### src/rtl/scope_pkg.sv
// Shared constants, FSM state type and the ADC-to-screen-row conversion
// for the scope capture stage.
package scope_pkg;

  localparam int ADC_W = 14;
  localparam int DEPTH = 160;
  localparam int Y_MAX = 119;

  typedef enum logic [1:0] {IDLE, ARMED, CAPTURE, READY} state_t;

  // Top 7 ADC bits select a row; full scale maps to row 0, clamped at Y_MAX.
  function automatic logic [7:0] adc_to_y(input logic [ADC_W-1:0] sample);
    logic [6:0] c;
    c = sample[ADC_W-1:ADC_W-7];
    if (c >= 7'(Y_MAX)) return 8'd0;
    return 8'(Y_MAX) - {1'b0, c};
  endfunction

endpackage

### src/rtl/capture_ram.sv
// Frame store: one write port for the capture side, one registered read
// port for the drawer. Columns past the frame read back as the bottom row.
module capture_ram
  import scope_pkg::*;
(
  input  logic       clk,
  input  logic       reset,
  input  logic       we,
  input  logic [7:0] waddr,
  input  logic [7:0] wdata,
  input  logic [7:0] rd_addr,
  output logic [7:0] rd_data
);

  logic [7:0] mem [DEPTH];

  // Write port; contents are deliberately not reset.
  always_ff @(posedge clk) begin
    if (we) mem[waddr] <= wdata;
  end

  // Registered read with out-of-range columns forced to the bottom row.
  always_ff @(posedge clk or negedge reset) begin
    if (!reset) begin
      rd_data <= '0;
    end else if (rd_addr < 8'(DEPTH)) begin
      rd_data <= mem[rd_addr];
    end else begin
      rd_data <= 8'(Y_MAX);
    end
  end

endmodule

### src/rtl/scope_capture.sv
// Trigger, decimate and hold one frame of screen rows for the VGA drawer.
module scope_capture
  import scope_pkg::*;
#(
  parameter int TO_W = 20
) (
  input  logic              clk,
  input  logic              reset,
  input  logic [ADC_W-1:0]  adc_data,
  input  logic              adc_valid,
  input  logic [ADC_W-1:0]  trig_level,
  input  logic [7:0]        decim,
  input  logic              auto_rearm,
  input  logic              arm,
  input  logic [7:0]        rd_addr,
  output logic [7:0]        rd_data,
  output logic              frame_ready,
  input  logic              frame_done,
  output logic              triggered_auto
);

  // The counter reaches all-ones on the same edge that leaves ARMED.
  localparam logic [TO_W-1:0] TO_LAST = {{(TO_W-1){1'b1}}, 1'b0};

  state_t           state;
  state_t           next_state;
  logic [ADC_W-1:0] prev_p0;
  logic             prev_vld_p0;
  logic [TO_W-1:0]  to_cnt;
  logic [7:0]       waddr;
  logic [7:0]       dcnt;
  logic [7:0]       decim_q;
  logic             crossing;
  logic             timeout;
  logic             start;
  logic             enter_armed;
  logic             we;
  logic             last_store;
  logic [7:0]       wdata;

  assign crossing = adc_valid && prev_vld_p0 &&
                    (prev_p0 < trig_level) && (adc_data >= trig_level);
  assign timeout  = (state == ARMED) && (to_cnt == TO_LAST);
  assign wdata    = adc_to_y(adc_data);

  // State register; frame_ready tracks the state it is entering.
  always_ff @(posedge clk or negedge reset) begin
    if (!reset) begin
      state       <= IDLE;
      frame_ready <= 1'b0;
    end else begin
      state       <= next_state;
      frame_ready <= (next_state == READY);
    end
  end

  // Next-state selection; frame_done takes priority over a coincident arm.
  always_comb begin
    next_state = state;
    unique case (state)
      IDLE:    if (arm) next_state = ARMED;
      ARMED:   if (crossing || timeout) next_state = CAPTURE;
      CAPTURE: if (last_store) next_state = READY;
      READY:   if (frame_done) next_state = auto_rearm ? ARMED : IDLE;
      default: next_state = IDLE;
    endcase
  end

  // Per-state strobes: entry to ARMED, capture start and RAM writes.
  always_comb begin
    we          = 1'b0;
    start       = 1'b0;
    enter_armed = 1'b0;
    last_store  = 1'b0;
    case (state)
      IDLE:    enter_armed = arm;
      ARMED: begin
        start = crossing || timeout;
        we    = start && adc_valid;
      end
      CAPTURE: begin
        we         = adc_valid && (dcnt == 8'd0);
        last_store = we && (waddr == 8'(DEPTH - 1));
      end
      READY:   enter_armed = frame_done && auto_rearm;
      default: ;
    endcase
  end

  // Timeout counter, trigger history valid flag and trigger-source flag.
  always_ff @(posedge clk or negedge reset) begin
    if (!reset) begin
      to_cnt         <= '0;
      prev_vld_p0    <= 1'b0;
      triggered_auto <= 1'b0;
    end else begin
      if (enter_armed) begin
        to_cnt      <= '0;
        prev_vld_p0 <= 1'b0;
      end else if (state == ARMED) begin
        to_cnt <= to_cnt + 1'b1;
        if (adc_valid) prev_vld_p0 <= 1'b1;
      end
      if (start) triggered_auto <= !crossing;
    end
  end

  // Previous valid sample seen while armed.
  always_ff @(posedge clk) begin
    if ((state == ARMED) && adc_valid) prev_p0 <= adc_data;
  end

  // Write address and decimation phase; the start sample counts as phase 0.
  always_ff @(posedge clk or negedge reset) begin
    if (!reset) begin
      waddr <= '0;
      dcnt  <= '0;
    end else if (state == ARMED) begin
      if (start && adc_valid) begin
        waddr <= 8'd1;
        dcnt  <= (decim == 8'd0) ? 8'd0 : 8'd1;
      end else begin
        waddr <= '0;
        dcnt  <= '0;
      end
    end else if ((state == CAPTURE) && adc_valid) begin
      if (we && (waddr != 8'(DEPTH - 1))) waddr <= waddr + 8'd1;
      dcnt <= (dcnt == decim_q) ? 8'd0 : dcnt + 8'd1;
    end
  end

  // Decimation ratio is frozen for the whole frame at capture start.
  always_ff @(posedge clk) begin
    if (start) decim_q <= decim;
  end

  capture_ram u_ram (
    .clk     (clk),
    .reset   (reset),
    .we      (we),
    .waddr   (waddr),
    .wdata   (wdata),
    .rd_addr (rd_addr),
    .rd_data (rd_data)
  );

endmodule

### config.mk
export PLATFORM = sky130hd
export DESIGN_NAME = scope_capture
export DESIGN_NICKNAME = d
export VERILOG_FILES = /design/src/rtl/scope_pkg.sv /design/src/rtl/capture_ram.sv /design/src/rtl/scope_capture.sv
export SDC_FILE = /design/constraint.sdc
export NUM_CORES = 1
export LEC_CHECK = 0
export ABC_AREA = 0
export CAP_MARGIN = 20
export CORE_MARGIN = 1.5
export CORE_UTILIZATION = 67
export DETAILED_ROUTE_END_ITERATION = 16
export PLACE_DENSITY_LB_ADDON = 0.12
export SETUP_SLACK_MARGIN = 0.4
export SLEW_MARGIN = 25
export SYNTH_ARGS = -nofsm -noshare
export SYNTH_HDL_FRONTEND = slang
export SYNTH_SLANG_ARGS = --single-unit
### constraint.sdc
create_clock -name clk -period 5 [get_ports clk]
set_input_delay 1 -clock clk [delete_from_list [all_inputs] [get_ports clk]]
set_output_delay 1 -clock clk [all_outputs]
set_load 0.05 [all_outputs]
==> results.py <==
metrics = {
    "clocking": {
        "cts_setup_buffers": 0,
        "cts-root-buf": "clkbuf_16",
        "clock_latency_ns": 0.74,
        "numClockSinks": 1351,
        "cts_tree": "done",
        "clk_pin_slew_ns": 0.06,
        "cts_resized": 0,
        "cts.htree.levels": 4,
        "cts_hold_buf": 0,
        "cts_made_buffers": 136,
        "cts_max_path_buffers": 3,
    },
    "drt": {
        "drt-wirelength-per-cell_um": 33.3,
        "first_pass_iters": 6,
        "antenna_left": 0,
        "drc": 0,
        "vias": 28200,
        "routed_wl_um": 133000,
        "via_per_inst": 7.09,
        "initialDrtViolationCount": 4090,
    },
    "sta": {
        "tns_ns": 0,
        "setup_violations": 0,
        "hold_viol_final": 0,
        "slew_headroom_pct": 28.9,
        "fin_crit_ns": 4.31,
        "postLayoutSetupSlackWorst_ns": 0.692,
        "fin_crit_sh_pct": 86.2,
        "rsz0062_at_grt": "false",
        "max_freq_mhz": 232,
        "slew_violations": 0,
        "worst_slew_pin_slew_ns": 1.06,
        "finClkSkew_ns": 0.0307,
    },
    "power_and_ir_drop": {
        "total_power_mw": 23.9,
        "power.density_nw_per_um2": 393,
        "leakage_nw": 18.8,
        "vdd_drop_max_mv": 0.328,
    },
    "critical_path": {
        "end_kind": "flop",
        "worstPathRequired_ns": 5.35,
        "critPathMaxFanout": 16,
        "worstPathArrival_ns": 4.66,
        "crit_path_start_kind": "input port",
        "critPathKind": "in -> reg",
    },
    "synth": {
        "syn_area_per_cell_um2": 20.3,
        "synthCells": 2657,
        "synth_nets": 2749,
        "synth_edf_count": 1302,
        "syn_area_um2": 53800,
        "synthArstFlopShare_pct": 3.63,
        "synthFlopType": "edfxtp_1",
        "ys_seq_area_share_pct": 74.9,
        "yosysUniqueCellTypes": 62,
        "synthDominantCellAreaShare_pct": 72.6,
        "synth_area_leaders": "edfxtp_1 (73%), mux4_2 (15%), dfrtp_1 (2.3%), nor2_1 (1.4%), mux2i_1 (1.2%)",
        "yosysWarningCount": 0,
        "yosysTopAreaCell": "edfxtp_1",
        "ys_ff_latch": 1351,
    },
    "worst_hold_path": {
        "hold_path_class": "in -> async",
    },
    "floorplanning": {
        "core_um2": 79300,
        "rows": 103,
        "die_area_um2": 82100,
        "die_w_um": 286,
        "ioPinCount": 60,
        "start_util_pct": 67.9,
        "chipHeight_um": 286,
    },
    "place": {
        "place_inst": 3742,
        "place_congestion": 0.921,
        "hpwl_um": 79700,
        "io_buffers": 59,
        "pre_cts_slack_ns": -0.0672,
    },
    "global_route": {
        "grtUsageMet2_pct": 51.4,
        "top_usage_layer": "met2",
        "use_met1_pct": 49.2,
        "grt_max_degree": 161,
        "met3_usage_pct": 7.35,
        "gr-usage-all-layers_pct": 33.7,
        "antenna_found_initial": 2,
        "grt_pass1_wl_um": 196000,
        "grt-ovfl-total": 0,
        "grt_pass1_vias": 28300,
    },
    "cells_and_area": {
        "stdcell_count": 3982,
        "drive_above_1_share_pct": 24.5,
        "syn_to_final_growth_pct": 12.9,
        "final_cell_mix": "edfxtp_1 (1,302), mux4_2 (355), nor2_1 (198)",
        "layout_commonest_cell": "edfxtp_1",
        "fin_nets": 2922,
    },
    "status": {
        "outcome": "finished, final reports clean",
    },
    "job": {
        "max_cap_viol_count": 0,
    },
}
-- kinds of logic after synthesis --
| family | share of synthesized area (%) |
|---|---|
| fa+ha+maj | 0.976 |
| simple gates | 4.01 |
| flops | 74.9 |
| xor+xnor | 0.374 |
| compound gates | 1.99 |
| mux | 16.3 |
| buf+inv | 1.41 |
-- cell type report --
class,instances,area (µm²)
inverters,32,123
multi-input cells,1134,12900
flip-flops and latches,1351,40300
repair buffers,175,1760
fillers,4106,18500
clock inverters,77,805
diodes,1,2.50
well taps,1050,1310
clock buffers,162,3560
-- sequential cells by signal, indices dropped and copies added, names as in the netlist --
name            count
u_ram.mem        1280
to_cnt             20
prev_p0            14
dcnt                8
decim_q             8
u_ram.rd_data       8
waddr               8
state               2
frame_ready         1
prev_vld_p0         1
triggered_auto      1
-- stage by stage --
step,instance area [µm²],utilization (%),hold slack [ns]
final,60800,76.7,0.418
after global routing,60800,76.7,0.469
after CTS,60700,76.6,0.421
after detailed placement,56300,71.1,0.496
after global placement,56300,71.1,0.488
after floorplan,53800,-,0.466
-- per-layer routing --
metal,vias up,share of wire [%]
li1,11300,-
met1,14700,38
met2,1986,48
met3,290,11
met4,4,3.9
met5,-,0.020
-- synth_stat cells (3+ instances only) --
library cell	number
a211o_1	4
a211oi_1	4
a21o_1	4
a21oi_1	46
a22oi_1	15
a31oi_1	9
a32oi_1	5
and2_1	5
and3_1	8
buf_1	27
buf_2	50
buf_4	11
clkbuf_1	50
dfrtp_1	49
edfxtp_1	1302
ha_1	42
inv_1	31
mux2_2	12
mux2i_1	67
mux4_2	355
nand2_1	90
nand2b_1	15
nand3_1	52
nand4_1	18
nor2_1	204
nor2b_1	14
nor3_1	31
nor4_1	8
o2111ai_1	5
o211ai_1	4
o211ai_2	3
o21a_1	3
o21ai_0	34
o22ai_1	8
o31ai_1	3
or3_1	9
or4_1	8
xnor2_1	10
xor2_1	13
-- critical path, stage by stage --
cell,delay (ns)
clkdlybuf4s50_1,0.45
inv_1,0.06
ha_1,0.31
a211o_1,0.27
a21oi_1,0.12
o21ai_0,0.11
a211o_1,0.34
nor2_1,0.21
o21a_1,0.45
buf_4,0.28
o2111ai_1,0.14
buf_4,0.27
nor2_1,0.63
-- power by group --
group	switching (mW)	internal, mW	total (mW)
registers	0.0323	12.5	12.5
logic	0.825	0.491	1.32
clock network	4.24	5.83	10.1
total	5.10	18.8	23.9
-- final timing paths --
path                          startpoint  slack [ns]  cells past startpoint                 to
max                        trig_level[3]        0.69                     13  u_ram.mem[102][3]
min                                reset        0.42                      2        frame_ready
max reg2reg                   prev_p0[3]        1.10                     11  u_ram.mem[102][3]
min reg2reg                  prev_vld_p0        0.50                      2        prev_vld_p0
min in group clk             prev_vld_p0        0.50                      2        prev_vld_p0
max in group asynchronous          reset        4.01                      2   u_ram.rd_data[0]
Power figures use the tool's default switching activity.
